File: src/rtl/hept_stage_sequencer.sv
// Sequences the HEPT attention sub-kernels one at a time behind a single ap_ctrl_hs handshake,
// with per-stage cycle profiling and a per-stage watchdog.
module hept_stage_sequencer #(
  parameter int unsigned N_STAGES = 4,
  parameter int unsigned CNT_W    = 16,
  parameter int unsigned TIMEOUT  = 4096,
  localparam int unsigned IW      = (N_STAGES > 1) ? $clog2(N_STAGES) : 1
) (
  input  logic                      ap_clk,
  input  logic                      ap_rst_n,
  input  logic                      ap_start,
  input  logic                      ap_continue,
  output logic                      ap_idle,
  output logic                      ap_ready,
  output logic                      ap_done,
  input  logic [N_STAGES-1:0]       stage_skip,
  output logic [N_STAGES-1:0]       stage_start,
  input  logic [N_STAGES-1:0]       stage_ready,
  input  logic [N_STAGES-1:0]       stage_done,
  output logic [IW-1:0]             busy_stage,
  output logic [N_STAGES*CNT_W-1:0] stage_cycles,
  output logic                      err_timeout,
  output logic [IW-1:0]             err_stage
);

  typedef enum logic [2:0] {StIdle, StLaunch, StWait, StDone, StAbort} state_e;

  state_e                             state_q, state_d;
  logic [IW-1:0]                      idx_q, idx_d;
  logic [N_STAGES-1:0]                skip_q, skip_d;
  logic [N_STAGES-1:0][CNT_W-1:0]     cnt_q, cnt_d;
  logic                               ready_q, ready_d;
  logic                               err_to_q, err_to_d;
  logic [IW-1:0]                      err_stage_q, err_stage_d;

  logic                               first_found, next_found;
  logic [IW-1:0]                      first_idx, next_idx;
  logic                               cur_done, cur_ready, timeout_hit;
  logic [31:0]                        cnt_ext;

  // First runnable stage uses the live mask (acceptance cycle); later ones use the latched mask.
  always_comb begin
    first_found = 1'b0;
    first_idx   = '0;
    next_found  = 1'b0;
    next_idx    = '0;
    for (int k = 0; k < int'(N_STAGES); k++) begin
      if (!first_found && !stage_skip[k]) begin
        first_found = 1'b1;
        first_idx   = IW'(k);
      end
      if (!next_found && !skip_q[k] && (k > int'(idx_q))) begin
        next_found = 1'b1;
        next_idx   = IW'(k);
      end
    end
  end

  assign cur_done    = stage_done[idx_q];
  assign cur_ready   = stage_ready[idx_q];
  assign cnt_ext     = 32'(cnt_q[idx_q]);
  // Fires in the cycle whose count would make the counter equal TIMEOUT.
  assign timeout_hit = (TIMEOUT != 0) && ((cnt_ext + 32'd1) >= TIMEOUT);

  always_comb begin
    state_d     = state_q;
    idx_d       = idx_q;
    skip_d      = skip_q;
    cnt_d       = cnt_q;
    ready_d     = 1'b0;
    err_to_d    = err_to_q;
    err_stage_d = err_stage_q;
    unique case (state_q)
      StIdle: begin
        if (ap_start) begin
          ready_d     = 1'b1;
          skip_d      = stage_skip;
          cnt_d       = '0;
          err_to_d    = 1'b0;
          err_stage_d = '0;
          if (first_found) begin
            state_d = StLaunch;
            idx_d   = first_idx;
          end else begin
            state_d = StDone;
            idx_d   = '0;
          end
        end
      end
      StLaunch, StWait: begin
        if (cnt_q[idx_q] != {CNT_W{1'b1}}) begin
          cnt_d[idx_q] = cnt_q[idx_q] + 1'b1;
        end
        if (cur_done) begin
          if (next_found) begin
            state_d = StLaunch;
            idx_d   = next_idx;
          end else begin
            state_d = StDone;
            idx_d   = '0;
          end
        end else if (timeout_hit) begin
          state_d     = StAbort;
          err_to_d    = 1'b1;
          err_stage_d = idx_q;
        end else if ((state_q == StLaunch) && cur_ready) begin
          state_d = StWait;
        end
      end
      StAbort: begin
        state_d = StDone;
        idx_d   = '0;
      end
      StDone: begin
        if (ap_continue) begin
          state_d = StIdle;
        end
      end
      default: state_d = StIdle;
    endcase
  end

  always_ff @(posedge ap_clk or negedge ap_rst_n) begin
    if (!ap_rst_n) begin
      state_q     <= StIdle;
      idx_q       <= '0;
      skip_q      <= '0;
      cnt_q       <= '0;
      ready_q     <= 1'b0;
      err_to_q    <= 1'b0;
      err_stage_q <= '0;
    end else begin
      state_q     <= state_d;
      idx_q       <= idx_d;
      skip_q      <= skip_d;
      cnt_q       <= cnt_d;
      ready_q     <= ready_d;
      err_to_q    <= err_to_d;
      err_stage_q <= err_stage_d;
    end
  end

  always_comb begin
    stage_start = '0;
    if (state_q == StLaunch) begin
      stage_start[idx_q] = 1'b1;
    end
  end

  assign ap_idle      = (state_q == StIdle);
  assign ap_done      = (state_q == StDone);
  assign ap_ready     = ready_q;
  assign busy_stage   = ((state_q == StLaunch) || (state_q == StWait)) ? idx_q : '0;
  assign stage_cycles = cnt_q;
  assign err_timeout  = err_to_q;
  assign err_stage    = err_stage_q;

endmodule

File: config.mk
export PLATFORM = sky130hd
export DESIGN_NAME = hept_stage_sequencer
export DESIGN_NICKNAME = d
export VERILOG_FILES = /design/src/rtl/hept_stage_sequencer.sv
export SDC_FILE = /design/constraint.sdc
export NUM_CORES = 1
export LEC_CHECK = 0
export CAP_MARGIN = 10
export CORE_MARGIN = 3
export CORE_UTILIZATION = 46
export DETAILED_ROUTE_END_ITERATION = 16
export HOLD_SLACK_MARGIN = 0.1
export PLACE_DENSITY = 0.77
export SYNTH_ARGS = -nofsm -noshare
export SYNTH_HDL_FRONTEND = slang
export SYNTH_SLANG_ARGS = --single-unit
File: constraint.sdc
create_clock -name ap_clk -period 2.54 [get_ports ap_clk]
set_clock_uncertainty 0.1 [all_clocks]
set_input_delay 0.762 -clock ap_clk [delete_from_list [all_inputs] [get_ports ap_clk]]
set_output_delay 0.762 -clock ap_clk [all_outputs]
set_load 0.02 [all_outputs]
======== After elaboration in Yosys (flattened, before gate mapping) ========
Index checks and enable logic that the tools add are counted.
Widths: inputs -> output; s select.
word-level totals
  bits in registers ....................... 77
  output and inout bits ................... 76
  word-level logic and storage cells ...... 112
cells by class
  add/sub/neg operators ................... 2
  magnitude comparators ................... 6
  equal/unequal tests ..................... 12
  muxes and demuxes ....................... 52
  reduce and logical (&&, ||, !) cells .... 30
operator list
  kind                   count
  $mux 64                2
  $pmux 64 s2            1
  $bwmux 64              1
  $bmux 16 s2            1
  $demux 16 s2           1
  $mux 16                2
  $mux 2                 14
  $add 16x1->17 const B  1
  $ge 17x13->1 const B   1
  $mux 1                 17
  $add 16x1->16 const B  1
  $ne 16x16->1 const B   1
  $mux 3                 5
  $ne 2x2->1 const B     6
  $pmux 3 s4             1
  $logic_and 1x1->1      10
  $logic_not 1->1        10
  $reduce_and 3->1       3
  $eq 3x2->1 const B     2
  $pmux 2 s3             1
  $bmux 1 s2             2
  $gt 2x2->1 const A     2
  $mux 4                 1
  $ne 4x4->1 const B     1
  15 further kinds       15

======== Depth between registers and ports, before layout ========
Gate-level depths: netlist (run 1).
  word-level depth ........................ 14
  gate-level depth with buffers ........... 12

======== Worst setup path before layout (run 1) ========
Ideal clock, no wire load.
  path kind ............................... flip-flop to flip-flop
  from .................................... reg idx_q[0]
  to ...................................... reg cnt_q (netlist bit stage_cycles[58])
  library setup time ...................... 128 ps
  arrival time ............................ 2582 ps
  data required time ...................... 2312 ps
  setup slack ............................. -270 ps
  cell stages (with the launch flop) ...... 12
  buffers on the path ..................... 3
  clock period less this slack ............ 2810 ps
  cell sequence ........................... dfrtp_1 buf_6 buf_12 mux4_2 ha_1 nand4_2 nor3_4 a21boi_4 a31oi_4 buf_4 nand2_1 o21ai_2
on the way
  longest elaborated chain between the ends .. 7
RTL lines
  item                                                   line  RTL
  start, declared                                        29    logic [IW-1:0] idx_q, idx_d;
  start signal, assigned                                 134   idx_q <= idx_d;
  branches (longest 7 deep; another with $add 16x1->16)  n/a
  end signal, assigned                                   136   cnt_q <= cnt_d;
  end, declared                                          31    logic [N_STAGES-1:0][CNT_W-1:0] cnt_q, cnt_d;
Several ways; the timed one is not identified. The select of a mux whose other input is x is not followed.
A chain may end at the register's enable or synchronous reset.

======== Final worst setup path (run 1) ========
  from .................................... reg idx_q[0]
  to ...................................... reg cnt_q (netlist bit stage_cycles[13])
The elaborated chain is that of the path after synthesis.

==> impl_metrics.ini, run 1 <==
[routing]
dr.pass1.iters = 5
dr_total_vias = 3795
wirelength_mm = 13.28
wl_per_cell_um = 20.55
antenna_left = 0
vias_per_cell = 5.875
drc = 0
drtIter0Drc = 247

[clocking]
cts-root-buf = clkbuf_8
cts.path.max_buffers = 2
numCtsBuffers = 9
clk_pin_slew_worst_paths_ns = 0.08
cts.hold.buffers_added = 0
insertion_delay_ns = 0.36
clkSinkCount = 76
cts_tree = done
htree_num_levels = 3

[critical_path]
start_kind = flip-flop
worstSetupEndpointType = flip-flop
critical_path_class = reg -> reg
path_max_fanout = 8
path_delay_family = buffers and inverters
required_ns = 2.73
path_buf_inv = 4
worst_path_most_repeated_cell = buf_12
slowest_stage = mux4_2
path_cells = buf_12, mux4_2, ha_4, nand4_4, nor3_4, buf_4, a21boi_4, buf_6, nand3_4, buf_12, o21ai_2
cpPeakStageDelay_ns = 0.57
critPathArrivalTime_ns = 2.81

[sta]
finalWorstSetupSlack_ns = -0.08387
rsz0062_at_grt = true
maxSlewHeadroom = 0.5620
worst_pin_slew_ns = 0.6546
setup_viol = 63
fmax_ghz = 0.3811
hold_viol = 0
fin_crit_ns = 2.624
final_max_slew_viol_count = 0
holdWs_ns = 0.3166
post-route-period-util = 1.033

[global_route]
grt_first_pass_wirelength_mm = 20.64
grt-ovfl-total = 0
grt_pass1_vias = 3855
grt_max_degree = 77
grtUsageTotal = 0.2687
antenna_found_initial = 0

[cells_and_area]
antenna_cells = 0
drive_above_1_share = 0.3253
nets = 553
area_growth_pct = 51.35
final_area_um2 = 6088
postLayoutCoreUtil = 0.7300

[power]
ir_worst_vdd_uv = 578.0
power_leakage_uw = 0.002588
power_density_nw_per_um2 = 953.6
total_power_uw = 5806

[die]
start_util = 0.4823
core_area_um2 = 8341
fp.dieH_um = 99.52
io_pins = 92
num_rows = 33
die_w_um = 99.52
die-area_um2 = 9903

[run_status]
outcome = complete, but fails checks
violations = negative setup slack

[synth]
syn_area_um2 = 4023
ys_seq_area_frac = 0.4728
yosysUniqueCellTypes = 54
async_reset_ff_frac = 1.000
yosysTopAreaCell = dfrtp_1
synthCells = 377
syn_avg_cell_area_um2 = 10.67
synth_top_cell_area_share = 0.4728
synth_seq_cells = 76
syn_nets = 394
synth_top_flop_cell = dfrtp_1
synth_warnings = 0
synth-edff-count = 0
yosys-top-cells-area = dfrtp_1 47%, mux4_2 7.3%, nand2_1 7.3%

[placement]
numPortBuffers = 91
dpl-instance-area_um2 = 5399
place_congestion = 0.8588
dp_hpwl_mm = 8.300

[min_path]
worstHoldPathType = in -> async

[flow_run]
cap_viol_max_count = 0
flip-flops by register name, summed over array words and instances (netlist names):
name / count
stage_cycles: 64
idx_q: 2
err_stage: 2
ap_ready: 1
err_timeout: 1
state_q: 3
skip_q: 3
worst paths after layout:
kind / end / slack [ns] / start / cells after the start
setup / recovery: stage_cycles[13] / -0.08 / idx_q[0] / 11
hold / removal: stage_cycles[51] / 0.32 / ap_rst_n / 2
setup reg to reg: stage_cycles[13] / -0.08 / idx_q[0] / 11
hold reg to reg: err_stage[0] / 0.41 / err_stage[0] / 1
max in group asynchronous: state_q[1] / 1.69 / ap_rst_n / 2
min in group ap_clk: err_stage[0] / 0.41 / err_stage[0] / 1
through the flow:
step                      setup TNS (ns)  std cells  setup WS, ns
after floorplan                   -5.243        377       -0.1817
after global placement            -7.242        608       -0.1641
after detailed placement          -13.26        608       -0.2927
after CTS                       -0.05827        642      -0.05816
after global routing              -8.989        646       -0.1816
final                             -2.760        646      -0.08387
layout by cell type, fill, tap and decap left out, types with 3 or more instances in the layout:
cell,count
o21ai_2,18
dlygate4sd2_1,3
buf_2,4
inv_1,9
mux4_1,3
nand3_1,6
nand3_4,6
buf_4,53
dfrtp_1,74
xnor2_2,5
a21oi_2,3
nor2_1,12
nor4_4,3
o21ai_0,14
xor2_1,6
nand4_4,3
nand2_1,76
buf_6,12
nor3_1,6
clkbuf_8,9
mux4_2,15
clkdlybuf4s50_1,83
nand4_1,5
a21oi_1,6
buf_12,8
o21ai_1,40
synth_stat cells (2+ instances only):
cell      instances
nand2_1          78
a211oi_1          2
xnor2_1           7
buf_2             5
nor4_1            2
buf_4             3
nand4_2           2
and2_1            2
xor2_1            8
a21boi_0          2
nand3_1           8
buf_6             5
a21oi_1           9
o21ai_2           7
mux4_1            5
nand3_4           3
nand4_1           5
clkbuf_1          4
nor2b_1           3
mux2_2            2
nor3_1            8
a22o_1            2
a21oi_4           2
o21ai_0          28
o21ai_1          38
dfrtp_1          76
mux4_2           13
nor2_1           12
or2_2             2
inv_1             9
nand4_4           2
cells by family after synthesis:
logic type                 count (synthesis)  share of synthesized area
AOI/OAI and AO/OA                        102                     0.1586
xor gates and xnor gates                  16                    0.03671
adders and majority gates                  1                   0.003110
buffers and inverters                     29                    0.04478
DFF                                       76                     0.4728
muxes                                     21                     0.1135
and+or+nand+nor                          132                     0.1705
power by group:
part           leakage [uW]  internal, uW  switching [uW]  total [uW]
clock network      0.000111           564             475        1040
logic               0.00144          1420            1880        3300
registers           0.00104          1340             135        1470
total               0.00259          3320            2490        5810
routing by layer:
metal / track usage / routed length, um
met1: 0.3506 / 5214
met2: 0.4551 / 6916
met5: 0 / 0
met3: 0.05891 / 854
met4: 0.07353 / 290
cell type report:
type | instances | area (um^2)
Clock buffer | 10 | 127.6
Clock inverter | 6 | 95.09
Fill cell | 557 | 2252
Inverter | 10 | 37.54
Multi-Input combinational cell | 274 | 2202
Sequential cell | 76 | 1904
Tap cell | 105 | 131.4
Timing Repair Buffer | 165 | 1590
timing repair:
item                                    4_1_cts  5_1_grt
gates cloned                                  2        0
gates resized for setup                      43       49
endpoints found under the setup margin       76       78
pin swaps                                    18       19
buffers inserted                             16        4
Power figures use the tool's default switching activity.
==> run 2, diff against run 1 <==
--- a/config.mk
+++ b/config.mk
@@ -7,10 +7,11 @@
 export LEC_CHECK = 0
 export CAP_MARGIN = 10
 export CORE_MARGIN = 3
-export CORE_UTILIZATION = 46
+export CORE_UTILIZATION = 55
+export CTS_BUF_LIST = sky130_fd_sc_hd__clkbuf_2 sky130_fd_sc_hd__clkbuf_4 sky130_fd_sc_hd__clkbuf_8
 export DETAILED_ROUTE_END_ITERATION = 16
 export HOLD_SLACK_MARGIN = 0.1
-export PLACE_DENSITY = 0.77
+export PLACE_DENSITY = 0.87
 export SYNTH_ARGS = -nofsm -noshare
 export SYNTH_HDL_FRONTEND = slang
 export SYNTH_SLANG_ARGS = --single-unit
==> constraint.sdc (replaced) <==
create_clock -name ap_clk -period 3.3 [get_ports ap_clk]
set_clock_uncertainty 0.1 [all_clocks]
set_input_delay 0.99 -clock ap_clk [delete_from_list [all_inputs] [get_ports ap_clk]]
set_output_delay 0.99 -clock ap_clk [all_outputs]
set_load 0.02 [all_outputs]
==> run 2 against run 1 <==
- final area down 14%
- sequential cell count unchanged
- worst setup slack better by 0.22 ns
- the flow now finishes without violations
- wire length down 15%
- critical endpoint is now stage_start[1]
- via count down 5.2%
- count of clock-buffer cells in the layout unchanged
- total power down 36%
- first-iteration DRC count up 43%
- die area down 15%
- sequential share of layout area up 5.2 points
- utilization up 2.3 points
- clock power down 24%
- highest routed layer unchanged
==> impl_metrics.ini, run 2 (synthesis gave the netlist of run 1 again) <==
[routing]
met1_length_mm = 4.428
drc = 0
wl_met2_mm = 5.636
dr.pass1.iters = 5
wirelength_mm = 11.33
vias_per_cell = 6.281
wl_met3_um = 933
antenna_left = 0
drtIter0Drc = 353
dr_total_vias = 3599
wl_per_cell_um = 19.77
top_layer_used = met4

[cells_and_area]
final_area_um2 = 5230
antenna_cells = 0
final_common_cell = clkdlybuf4s50_1
drive_above_1_share = 0.1572
final_cell_mix = 88 x clkdlybuf4s50_1, 78 x nand2_1, 72 x dfrtp_1
largest_reg_flops = 64
area_growth_pct = 30.02
nets = 489

[sta]
post-route-period-util = 0.9581
fin_setup_tns_ns = 0
fmax_ghz = 0.3163
maxSlewHeadroom = 0.5774
final_max_slew_viol_count = 0
worst_pin_slew_ns = 0.6339
hold_viol = 0
holdWs_ns = 0.4019
fin_crit_ns = 3.162
rsz0062_at_grt = false
setup_viol = 0

[global_route]
antenna_found_initial = 0
grt_first_pass_wirelength_mm = 18.71
grt-ovfl-total = 0
grt_pass1_vias = 3752
grtUsageTotal = 0.2843
grt_max_degree = 31

[clocking]
insertion_delay_ns = 0.35
htree_num_levels = 3
cts.hold.buffers_added = 0
clkSinkCount = 76
numCtsBuffers = 9
postCtsSetupBuffers = 0
cts.path.max_buffers = 2
clk_pin_slew_worst_paths_ns = 0.08
cts_tree = done
cts-root-buf = clkbuf_8

[min_path]
hold_start = err_stage[0]
worstHoldPathType = reg -> reg

[die]
start_util = 0.5793
die-area_um2 = 8376
num_rows = 30
core_area_um2 = 6944
die_w_um = 91.52
io_pins = 92
fp.dieH_um = 91.52

[critical_path]
start_kind = flip-flop
r2r_start = idx_q[0]
path_max_fanout = 17
critical_path_class = reg -> out
required_ns = 2.21
critPathArrivalTime_ns = 2.07
worstSetupEndpointType = output pin
startpoint = idx_q[0]

[run_status]
outcome = complete, no violations

[placement]
dp_hpwl_mm = 8.085
place_congestion = 0.8376
dpl-instance-area_um2 = 4996
numPortBuffers = 91

[power]
power_density_nw_per_um2 = 714.1
power_leakage_uw = 0.002163
total_power_uw = 3735
ir_worst_vdd_uv = 422.5

[flow_run]
cap_viol_max_count = 0
run 2: final timing paths:
| path | end | slack, ns | cells after the start |
|---|---|---|---|
| worst min register to register | err_stage[0] | 0.40 | 1 |
| worst min-delay path | err_stage[0] | 0.40 | 1 |
| worst max register to register | stage_cycles[36] | 0.30 | 9 |
| min in group asynchronous | stage_cycles[8] | 0.54 | 1 |
| max in group asynchronous | stage_cycles[28] | 1.71 | 2 |
| worst max-delay path | stage_start[1] | 0.14 | 4 |
run 2: timing repair:
item,CTS,global route
endpoints found under the hold margin,0,0
resized for setup,2,5
setup endpoints to repair,2,9
pin swaps,0,0
run 2: layer usage:
metal  track usage  vias up
met5             0        -
met4        0.1470        0
met3       0.05302       34
met2        0.4540      216
met1        0.3691     1795
li1              -     1554
run 2: report_power, final:
part	total, uW	switching (uW)	internal (uW)
registers	1180	150	1030
logic	1760	1120	644
clock network	793	359	434
run 2: final cells by class:
type	count	area, um^2
clock inverters	6	88.84
flip-flops and latches	76	1907
inverters	10	37.54
repair buffers	103	1005
well taps	96	120.1
multi-input cells	272	1941
clock buffers	10	131.4
fillers	467	1714
run 2: through the flow:
stage	setup slack, ns	instances	util
detailed placement	0.1755	557	0.7195
CTS	0.01285	573	0.7519
finish	0.1382	573	0.7532
global placement	0.2339	557	0.7195
floorplan	0.4897	377	-
global route	0.05231	573	0.7532
run 2: worst max-delay path, cell delays in order, from the launching register on:
cell and delay (ns):
dfrtp_2 0.46, buf_6 0.25, inv_1 0.16, nor3_1 0.20, clkdlybuf4s50_1 0.64
